===== config.mk =====
export PLATFORM = sky130hd
export DESIGN_NAME = req_sched
export DESIGN_NICKNAME = d
export VERILOG_FILES = /design/src/rtl/req_sched_pkg.sv /design/src/rtl/req_sched_rr_picker.sv /design/src/rtl/req_sched.sv
export SDC_FILE = /design/constraint.sdc
export NUM_CORES = 1
export LEC_CHECK = 0
export ABC_CLOCK_PERIOD_IN_PS = 2230
export CORE_UTILIZATION = 30
export CTS_CLUSTER_DIAMETER = 200
export DETAILED_ROUTE_END_ITERATION = 8
export PLACE_DENSITY = 0.66
export SETUP_SLACK_MARGIN = 0.1
export SYNTH_ARGS = -nofsm -noshare
export SYNTH_HDL_FRONTEND = slang
export SYNTH_SLANG_ARGS = --single-unit

===== constraint.sdc =====
create_clock -name clk -period 2.23 [get_ports clk]
set_input_delay 0.446 -clock clk [delete_from_list [all_inputs] [get_ports clk]]
set_output_delay 0.446 -clock clk [all_outputs]
set_load 0.02 [all_outputs]

===== src/rtl/req_sched_pkg.sv =====
// Shared types and defaults for the req_sched round-robin command scheduler.
package req_sched_pkg;

    typedef enum logic [1:0] {
        IDLE  = 2'd0,
        GRANT = 2'd1,
        HOLD  = 2'd2,
        GAP   = 2'd3
    } sched_state_t;

    localparam int CMD_W        = 2;
    localparam int DEF_N_REQ    = 4;
    localparam int DEF_MAX_HOLD = 15;
    // Wide enough for the largest allowed MAX_HOLD (255).
    localparam int HOLD_W       = 8;

endpackage


===== src/rtl/req_sched_rr_picker.sv =====
// Combinational round-robin picker: rotates the search to start just after
// last_id and returns the first requesting index, wrapping modulo N_REQ.
module rr_picker
    import req_sched_pkg::*;
#(
    parameter int N_REQ = DEF_N_REQ
) (
    input  logic [N_REQ-1:0]         req,
    input  logic [$clog2(N_REQ)-1:0] last_id,
    output logic [$clog2(N_REQ)-1:0] winner,
    output logic                     any
);

    localparam int IDW = $clog2(N_REQ);

    logic [IDW:0] idx;

    // Walk the search order backwards so the nearest candidate is written last.
    always_comb begin
        winner = '0;
        any    = 1'b0;
        idx    = '0;
        for (int k = N_REQ; k >= 1; k--) begin
            idx = {1'b0, last_id} + (IDW+1)'(k);
            if (idx >= (IDW+1)'(N_REQ)) begin
                idx = idx - (IDW+1)'(N_REQ);
            end
            if (req[idx[IDW-1:0]]) begin
                winner = idx[IDW-1:0];
                any    = 1'b1;
            end
        end
    end

endmodule


===== src/rtl/req_sched.sv =====
// Round-robin scheduler sharing one FSM command port among N_REQ requesters.
// Optional hold watchdog is compiled in with REQ_SCHED_TIMEOUT_EN.
module req_sched
    import req_sched_pkg::*;
#(
    parameter int N_REQ    = DEF_N_REQ,
    parameter int MAX_HOLD = DEF_MAX_HOLD
) (
    input  logic                       clk,
    input  logic                       reset,
    input  logic [N_REQ-1:0]           req,
    input  logic [N_REQ-1:0]           rel,
    input  logic [CMD_W*N_REQ-1:0]     cmd_in,
    output logic [N_REQ-1:0]           gnt,
    output logic [$clog2(N_REQ)-1:0]   gnt_id,
    output logic [CMD_W-1:0]           cmd_out,
    output logic                       cmd_valid,
    output logic                       busy,
    output logic                       timeout,
    output logic [1:0]                 state_dbg
);

    localparam int ID_W = $clog2(N_REQ);

    // cmd_valid is a one-cycle strobe with no ready: the FSM must take cmd_out
    // in the cycle cmd_valid is high; gnt then holds until release/withdrawal.
    sched_state_t     state;
    logic [ID_W-1:0]  last_id;
    logic [ID_W-1:0]  winner;
    logic             any_req;
    logic [CMD_W-1:0] cmd_arr [N_REQ];
    logic             owner_done;
    logic             wd_expire;

    for (genvar i = 0; i < N_REQ; i++) begin : g_cmd
        assign cmd_arr[i] = cmd_in[CMD_W*i +: CMD_W];
    end

    rr_picker #(.N_REQ(N_REQ)) u_picker (
        .req     (req),
        .last_id (last_id),
        .winner  (winner),
        .any     (any_req)
    );

    // Release bits of non-owners never reach this term.
    assign owner_done = rel[gnt_id] | ~req[gnt_id];
    assign state_dbg  = state;

`ifdef REQ_SCHED_TIMEOUT_EN
    localparam logic [HOLD_W-1:0] HOLD_LIMIT = HOLD_W'(MAX_HOLD);

    logic [HOLD_W-1:0] hold_cnt;

    assign wd_expire = (hold_cnt == HOLD_LIMIT);
`else
    logic unused_max_hold;

    assign unused_max_hold = ^MAX_HOLD;
    assign wd_expire       = 1'b0;
    assign timeout         = 1'b0;
`endif

    always_ff @(posedge clk) begin
        if (reset) begin
            state     <= IDLE;
            gnt       <= '0;
            gnt_id    <= '0;
            cmd_out   <= '0;
            cmd_valid <= 1'b0;
            busy      <= 1'b0;
            last_id   <= ID_W'(N_REQ-1);
`ifdef REQ_SCHED_TIMEOUT_EN
            hold_cnt  <= '0;
            timeout   <= 1'b0;
`endif
        end else begin
            cmd_valid <= 1'b0;
`ifdef REQ_SCHED_TIMEOUT_EN
            timeout   <= 1'b0;
`endif
            case (state)
                IDLE: begin
                    if (any_req) begin
                        state     <= GRANT;
                        gnt       <= {{(N_REQ-1){1'b0}}, 1'b1} << winner;
                        gnt_id    <= winner;
                        cmd_out   <= cmd_arr[winner];
                        last_id   <= winner;
                        cmd_valid <= 1'b1;
                        busy      <= 1'b1;
                    end
                end
                GRANT: begin
                    state <= HOLD;
`ifdef REQ_SCHED_TIMEOUT_EN
                    hold_cnt <= '0;
`endif
                end
                HOLD: begin
                    // A real release takes priority over watchdog expiry.
                    if (owner_done || wd_expire) begin
                        state   <= GAP;
                        gnt     <= '0;
                        gnt_id  <= '0;
                        cmd_out <= '0;
                        busy    <= 1'b0;
                    end
`ifdef REQ_SCHED_TIMEOUT_EN
                    timeout <= wd_expire & ~owner_done;
                    if (!wd_expire) begin
                        hold_cnt <= hold_cnt + 8'd1;
                    end
`endif
                end
                GAP: begin
                    state <= IDLE;
                end
                default: begin
                    state <= IDLE;
                end
            endcase
        end
    end

endmodule


**After elaboration in Yosys (flattened, before gate mapping)**

Index checks and enable logic that the tools add are counted.

- Logic and storage cells: 83
- Register bits: 14
- Output and inout bits: 13
- Bits of input ports: 18

- $add $sub $neg: 8
- Multiplexer cells: 42
- Reduce and logical (&&, ||, !) cells: 6
- Magnitude comparators: 10
- Equality and inequality tests: 5
- Bitwise gates (word level): 4
- Shifts and indexed selects: 1

Operators with widths:

| operator | number |
|---|---|
| $mux W2 | 15 |
| $ge A3 B3 Y1 const B | 5 |
| $lt A2 B3 Y1 const B | 5 |
| $mux W1 | 13 |
| $bmux W1 S2 | 6 |
| $mux W4 | 2 |
| $pmux W2 S2 | 2 |
| $pmux W2 S4 | 1 |
| $pmux W4 S2 | 1 |
| $sub A2 B1 Y2 const B | 4 |
| $add A2 B2 Y3 const B | 2 |
| $bmux W2 S2 | 1 |
| $eq A2 B2 Y1 const B | 2 |
| $ne A2 B2 Y1 const B | 2 |
| $reduce_and A2 Y1 | 2 |
| $shl A1 B2 Y4 const A | 1 |
| $add A2 B1 Y3 const B | 1 |
| $add A2 B3 Y3 const B | 1 |
| $not A2 Y3 | 1 |
| $reduce_and A3 Y1 | 1 |
| $eq A2 B1 Y1 const B | 1 |
| $logic_not A2 Y1 | 1 |
| $not A1 Y1 | 2 |
| $pmux W1 S2 | 1 |
| other kinds (3) | 3 |

**Depth between registers and ports, before layout**

Gate-level depths: netlist of run 1.

- Word-level depth: 15
- Depth in mapped cells: 8
- Depth with buffers taken out: 7

**Modules after synthesis**

From an unflattened synthesis of run 1, not the netlist that was laid out.

- Cells, all modules: 95
- Area, all modules: 834.6 sq um

Modules (own cells, without submodules):

| module | times used | cells an instance | seq. area each (sq um) | area each (sq um) |
|---|---|---|---|---|
| req_sched | 1 | 81 | 280.3 | 743.2 |
| rr_picker | 1 | 14 | 0.0 | 91.3 |

**Worst setup path after synthesis of run 1**

No wires, ideal clock.

- Path kind: reg2reg
- Start: register state[0] (netlist: state_dbg[0])
- End: register cmd_out[1]
- Required time: 2,143 ps
- Period minus slack after synthesis: 1,723 ps
- Path buffers: 0
- Slack: 507 ps
- Library setup time: 87 ps
- Data arrival time: 1,636 ps
- Cell stages (with the launch flop): 7
- Path through: dfxtp_1 > inv_1 > ha_1 > a31oi_4 > o21ai_2 > or3_1 > o31ai_1

- Cells in the longest elaborated chain, start to end: 3
- Elaborated cells between the ends (all ways): 7
- Classes of those cells: 3 x eq/ne; 1 x mux; 3 x reduce/logical

Ends and longest elaborated chain:

| what | line | text |
|---|---|---|
| from (decl) | req_sched.sv:27 | `sched_state_t state;` |
| from (signal assigned) | req_sched.sv:66 | `state <= IDLE;` |
| from (signal assigned) | req_sched.sv:85 | `state <= GRANT;` |
| from (signal assigned) | req_sched.sv:95 | `state <= HOLD;` |
| $eq A2 B2 Y1 or $logic_not A2 Y1 (tied branches) | req_sched.sv:82 | `case (state)` |
| $ne A2 B2 Y1 (no source line) or $reduce_bool A2 Y1 (tied branches) | -- |  |
| $reduce_and A3 Y1 (no source line) | -- |  |
| to (signal assigned) | req_sched.sv:88 | `cmd_out <= cmd_arr[winner];` |
| to (decl) | req_sched.sv:16 | `output logic [CMD_W-1:0] cmd_out,` |

Parallel ways exist; a longest one is shown, timed or not.
A chain may end at the register's enable or synchronous reset.

**Worst setup path in the final report of run 1**

- Start: input req[1]
- End: register cmd_out[1]

- Cells in the longest elaborated chain, start to end: 12
- Elaborated cells between the ends (all ways): 29
- Classes of those cells: 2 x eq/ne; 23 x mux; 3 x bitwise; 1 x reduce/logical

Ends and longest elaborated chain:

| what | line | text |
|---|---|---|
| from (decl) | req_sched.sv:11 | `input logic [N_REQ-1:0] req,` |
| $bmux W1 S2 | req_sched_rr_picker.sv:28 | `if (req[idx[IDW-1:0]]) begin` |
| $mux W1 (not written as such) | req_sched_rr_picker.sv:28 |  |
| $mux W2 (4 in series) | req_sched_rr_picker.sv:28 |  |
| $not A2 Y3 (not written as such) | req_sched.sv:88 |  |
| $bmux W2 S2 | req_sched.sv:88 |  |
| $mux W2 (not written as such) (2 in series) | req_sched.sv:88 |  |
| $mux W2 | req_sched.sv:84 | `if (any_req) begin` |
| $pmux W2 S2 | req_sched.sv:82 |  |

Parallel ways exist; a longest one is shown, timed or not. The select of a mux whose other input is x is not followed.

==> metrics, run 1 <==
die width roughly 54 um; CTS root buf clkbuf_4; Post-CTS Hold Buffers 0; Vias/cell about 5; FF-to-FF setup slack ~0.48 ns; Layout Nets ~160; detailed-route DRC error count 0; placer congestion estimate 0.747; WHS Endpoint gnt[3]; signal arrival time at the worst endpoint approximately 2.1 ns; status complete, no violations; Max Fclk ~0.52 GHz; DRT Pass-1 Iters 4; Filler Cells Inserted 256; final instance area about 1200 sq um; crit-path max cell delay approximately 0.42 ns; Period minus WS final between 1.5 and 2 ns; FFs w/ async S/R, synth 0; level count of the clock H-tree 1; worst hold path depth 2; clk sink count 14; Crit Path Class input port to flop; number of flops mapped to enable cells by yosys 0; main flop type after synthesis dfxtp_1; initial core utilization 0.321; Final setup viols 0; Max clock buf depth 2; largest net degree at the start of global routing 15; average wire per standard cell around 12 um; Syn Nets ~120; period utilization 0.863; initial antenna violation count 0; min-delay worst type flop to flop; PostCTS Resize Cnt 0; RSZ-0062 raised after global routing no; height of the die approximately 54 um; num rows 18; Critical R2R Launch state_dbg[0]; Startpoint Class input port; setup bufs post-CTS 0; Data required, critical path approximately 2.4 ns; Synth warnings 0; Peak VDD IR approximately 0.78 mV; GRT overflow 0; number of DRC markers in iteration 0 9; Detailed Route WL around 2.0 mm; Post-DRT Antenna Nets 0; Mapped Cells a little under 100; Critical-path top delay cell clkdlybuf4s50_1; clock latency on the worst-skew pair between 0.2 and 0.3 ns; PwrDens between 1000 and 1500 nW/um^2; Hold Crit Start gnt[3]; Leak about 0.47 nW; final hold violations 0; CTS clk-pin slew, worst paths roughly 0.080 ns; TritonCTS clock tree done; sequential element share of the synthesized area 0.346; detailed placer's ending HPWL about 1.6 mm; Fin Setup TNS 0 ns; DR vias around 830; vias in the first global route between 700 and 800; first-pass GRT wire length around 3.2 mm; Crit Path Max Fanout 7; Avg Cell Area, Syn around 8.4 sq um; synthesized area around 800 sq um; # diodes 0; Max Cap Viol 0; Critical Path Start req[1]; CP Capture Type flop; Ports 31; Max Slew Vio Count 0; count of cell types in the netlist 34; synthesized flop and latch total 14; crit path cell chain clkdlybuf4s50_1 -> buf_4 -> nor2_2 -> o22a_2 -> and2_1 -> a211oi_1 -> o31ai_1; reg2reg path depth 7; Area after DPL about 1200 sq um; most frequent cells in the layout clkdlybuf4s50_1, nand2_1, dfxtp_1; layout cells sized above 1 0.156; Core ar. 2520 sq um; Area growth, synth to finish 49.8%; worst clock skew 0.00557 ns; most common cell after layout, fill and taps aside clkdlybuf4s50_1; CTS buffer count 3; All-Layer GR Usage 0.154; full die area approximately 3000 sq um; I/O Buffers 29; R2R Path End cmd_out[1]
## sequential cells by signal (all words and copies together) (netlist names)
name and flops:
gnt 4, cmd_valid 1, busy 1, gnt_id 2
state_dbg 2, cmd_out 2, last_id 2
## final cells by class
cell class / count / area, sq um / area share
multi-input combinational: 74 / 480 / 0.395
sequential: 14 / 280 / 0.231
tap: 30 / 37.5 / 0.0309
inverter: 4 / 15.0 / 0.0124
clock buffer: 4 / 36.3 / 0.0299
timing repair buffer: 39 / 365 / 0.301
## critical path: cells and delay by family
family,cells,cell delay (ns)
buf+inv,2,0.58
compound gates,3,0.61
simple gates,2,0.49
## logic make-up after synthesis
kind of cell             share of synthesized area
adder cells (fa/ha/maj)                     0.0309
AO/OA/AOI/OAI                                0.267
AND/OR/NAND/NOR                              0.238
buffers and inverters                       0.0617
other                                      0.00463
flip-flops                                   0.346
multiplexers                                0.0525
## stage by stage
step	util	setup WS [ns]	cells	total power [mW]	hold WS [ns]
floorplan	-	0.507	97	1.01	0.482
global placement	0.467	0.0558	161	1.34	0.449
detailed placement	0.467	0.0187	161	1.36	0.452
CTS	0.482	0.295	165	1.55	0.464
global route	0.482	0.189	165	1.66	0.497
finish	0.482	0.307	165	1.53	0.459
## cells in the mapped netlist, types with 2 or more instances
cell type,number,share of area
inv_1,3,0.014
ha_1,2,0.031
a211oi_1,4,0.037
nor2_2,2,0.015
nand2_1,15,0.069
a211o_1,2,0.022
nand4_1,4,0.031
mux2i_1,2,0.025
nand3b_1,2,0.019
a21oi_1,7,0.043
nand3_1,3,0.019
o31ai_1,2,0.019
buf_4,2,0.019
dfxtp_1,14,0.35
nor2_1,5,0.023
nand2b_1,6,0.046
a21boi_0,5,0.046
## worst max-delay path by stage
stage / end / slack, ns / cells after the start
6_report: cmd_out[1] / 0.31 / 7
5_1_grt: cmd_out[1] / 0.19 / 7
4_1_cts: cmd_out[1] / 0.30 / 7
3_5_place_dp: cmd_out[1] / 0.02 / 7
3_3_place_gp: cmd_out[0] / 0.06 / 7
2_1_floorplan: cmd_out[1] / 0.51 / 6
## per-layer routing
| metal | up-vias | part of all wire | GRT usage |
|---|---|---|---|
| met4 | 0 | 0 | 0.0299 |
| met5 | - | 0 | 0 |
| met3 | 0 | 0.046 | 0.0508 |
| met1 | 386 | 0.46 | 0.186 |
| met2 | 18 | 0.50 | 0.265 |
| li1 | 423 | - | - |
## power breakdown
part,switching (mW),internal [mW],total [mW]
Combinational,0.486,0.434,0.919
Sequential,0.0816,0.355,0.436
Clock,0.0778,0.0993,0.177
Total,0.645,0.888,1.53
(Power assumes the default switching activity.)
==> run 2, diff against run 1 <==
--- a/config.mk
+++ b/config.mk
@@ -6,11 +6,13 @@
 export NUM_CORES = 1
 export LEC_CHECK = 0
 export ABC_CLOCK_PERIOD_IN_PS = 2230
+export CORE_MARGIN = 4
 export CORE_UTILIZATION = 30
 export CTS_CLUSTER_DIAMETER = 200
 export DETAILED_ROUTE_END_ITERATION = 8
 export PLACE_DENSITY = 0.66
 export SETUP_SLACK_MARGIN = 0.1
+export SKIP_CTS_REPAIR_TIMING = 1
 export SYNTH_ARGS = -nofsm -noshare
 export SYNTH_HDL_FRONTEND = slang
 export SYNTH_SLANG_ARGS = --single-unit
==> run 2 against run 1 <==
  * Wire length up 7.4%
  * Power up 1.9%
  * Via count up 3.0%
  * Largest power group unchanged
  * Register-to-register slack better by 0.03 ns
  * Non-clock buffer count up 1
==> metrics, run 2 (synthesized netlist as in run 1, its figures left out) <==
number of DRC markers in iteration 0 14 (was 9); GRT overflow 0 (unchanged); first-pass GRT wire length 3.63 mm (was 3.21 mm); Peak VDD IR 0.654 mV (was 0.781 mV); final instance area 1220 sq um (was 1210 sq um); Startpoint Class input port (unchanged); Filler Cells Inserted 262 (was 256); clk sink count 14 (unchanged); die width 60.0 um (was 54.0 um); worst clock skew 0.00319 ns (was 0.00557 ns); min-delay worst type flop to flop (unchanged); height of the die 60.0 um (was 54.0 um); CTS buffer count 3 (unchanged); level count of the clock H-tree 1 (unchanged); Crit Path Class input port to flop (unchanged); Ports 31 (unchanged); I/O Buffers 29 (unchanged); largest net degree at the start of global routing 15 (unchanged); Data required, critical path 2.43 ns (was 2.42 ns); Max Slew Vio Count 0 (unchanged); largest register by flop count gnt (unchanged); placer congestion estimate 0.839 (was 0.747); Leak 0.472 nW (was 0.467 nW); Max clock buf depth 2 (unchanged); Area growth, synth to finish 50.8% (was 49.8%); Final setup viols 0 (unchanged); vias in the first global route 838 (was 751); num rows 18 (unchanged); CTS clk-pin slew, worst paths 0.08 ns (about the same); most frequent cells in the layout clkdlybuf4s50_1, nand2_1, dfxtp_1 (unchanged); PwrDens 1280 nW/um^2 (was 1260 nW/um^2); signal arrival time at the worst endpoint 2.11 ns (about the same); dpl cells 162 (was 161); Vias/cell 5.13 (was 5.01); Crit Path Max Fanout 7 (unchanged); initial core utilization 0.321 (unchanged); Post-DRT Antenna Nets 0 (unchanged); max FFs per register 4 (unchanged); clock latency on the worst-skew pair 0.28 ns (about the same); detailed placer's ending HPWL 1.73 mm (was 1.60 mm); Fin Setup TNS 0 ns (unchanged); Max Cap Viol 0 (unchanged); period utilization 0.858 (was 0.863); Period minus WS final 1.91 ns (was 1.92 ns); average wire per standard cell 12.7 um (was 11.9 um); status complete, no violations (unchanged); Max Fclk 0.523 GHz (was 0.520 GHz); Layout Nets 157 (was 156); detailed-route DRC error count 0 (unchanged); final hold violations 0 (unchanged); layout cells sized above 1 0.162 (was 0.156); DR vias 852 (was 827); # diodes 0 (unchanged); most common cell after layout, fill and taps aside clkdlybuf4s50_1 (unchanged); TritonCTS clock tree done (unchanged); final std cells w/o fill 166 (was 165); CP Capture Type flop (unchanged); All-Layer GR Usage 0.135 (was 0.154); initial antenna violation count 0 (unchanged); RSZ-0062 raised after global routing no (unchanged); full die area 3600 sq um (was 2910 sq um); Detailed Route WL 2.11 mm (was 1.97 mm); Area after DPL 1190 sq um (was 1180 sq um); CTS root buf clkbuf_4 (unchanged); DRT Pass-1 Iters 4 (unchanged); Core ar. 2520 sq um (unchanged)
==> run 2: final cells by class <==
type | instances | area [sq um] | area share
multi-input cells | 74 | 480 | 0.393
inverters | 4 | 15.0 | 0.0123
clock buffers | 4 | 36.3 | 0.0297
flip-flops and latches | 14 | 280 | 0.229
repair buffers | 40 | 373 | 0.305
well taps | 30 | 37.5 | 0.0307
==> run 2: layer usage <==
metal  vias up  GRT usage  routed length, um
met2        26      0.236               1050
li1        425          -                  -
met5         -          0                  0
met4         0     0.0475                 23
met1       397      0.153                876
met3         4     0.0389                164
==> run 2: final timing paths <==
check | start | to | slack, ns | cells past startpoint
max | req[1] | cmd_out[0] | 0.32 | 7
min | gnt[0] | gnt[0] | 0.46 | 2
max reg2reg | state_dbg[0] | cmd_out[1] | 0.51 | 7
min reg2reg | gnt[0] | gnt[0] | 0.46 | 2
==> run 2: power breakdown <==
| group | leakage, nW | switching, mW | internal [mW] | total, mW |
|---|---|---|---|---|
| Clock | 0.0210 | 0.0834 | 0.0994 | 0.183 |
| Sequential | 0.116 | 0.0757 | 0.355 | 0.430 |
| Combinational | 0.335 | 0.498 | 0.451 | 0.949 |
==> run 2: critical path, stage by stage <==
cell and delay, ns:
clkdlybuf4s50_1 0.42, buf_4 0.16, nor2_2 0.22, o22a_2 0.25, and2_1 0.28, a211oi_1 0.11, o31ai_1 0.22
==> run 2: stage by stage <==
| step | util | hold slack, ns | setup WS [ns] | power [mW] |
|---|---|---|---|---|
| after floorplan | - | 0.482 | 0.507 | 1.01 |
| after global placement | 0.470 | 0.444 | 0.0461 | 1.37 |
| after detailed placement | 0.470 | 0.446 | 0.0462 | 1.39 |
| after CTS | 0.485 | 0.457 | 0.323 | 1.58 |
| after global routing | 0.485 | 0.488 | 0.142 | 1.69 |
| final | 0.485 | 0.456 | 0.317 | 1.56 |
==> run 3, diff against run 2 <==
--- a/config.mk
+++ b/config.mk
@@ -5,7 +5,6 @@
 export SDC_FILE = /design/constraint.sdc
 export NUM_CORES = 1
 export LEC_CHECK = 0
-export ABC_CLOCK_PERIOD_IN_PS = 2230
 export CORE_MARGIN = 4
 export CORE_UTILIZATION = 30
 export CTS_CLUSTER_DIAMETER = 200
==> results of run 3 <==
Final layout, timing and power as in run 2 (identical DEF).
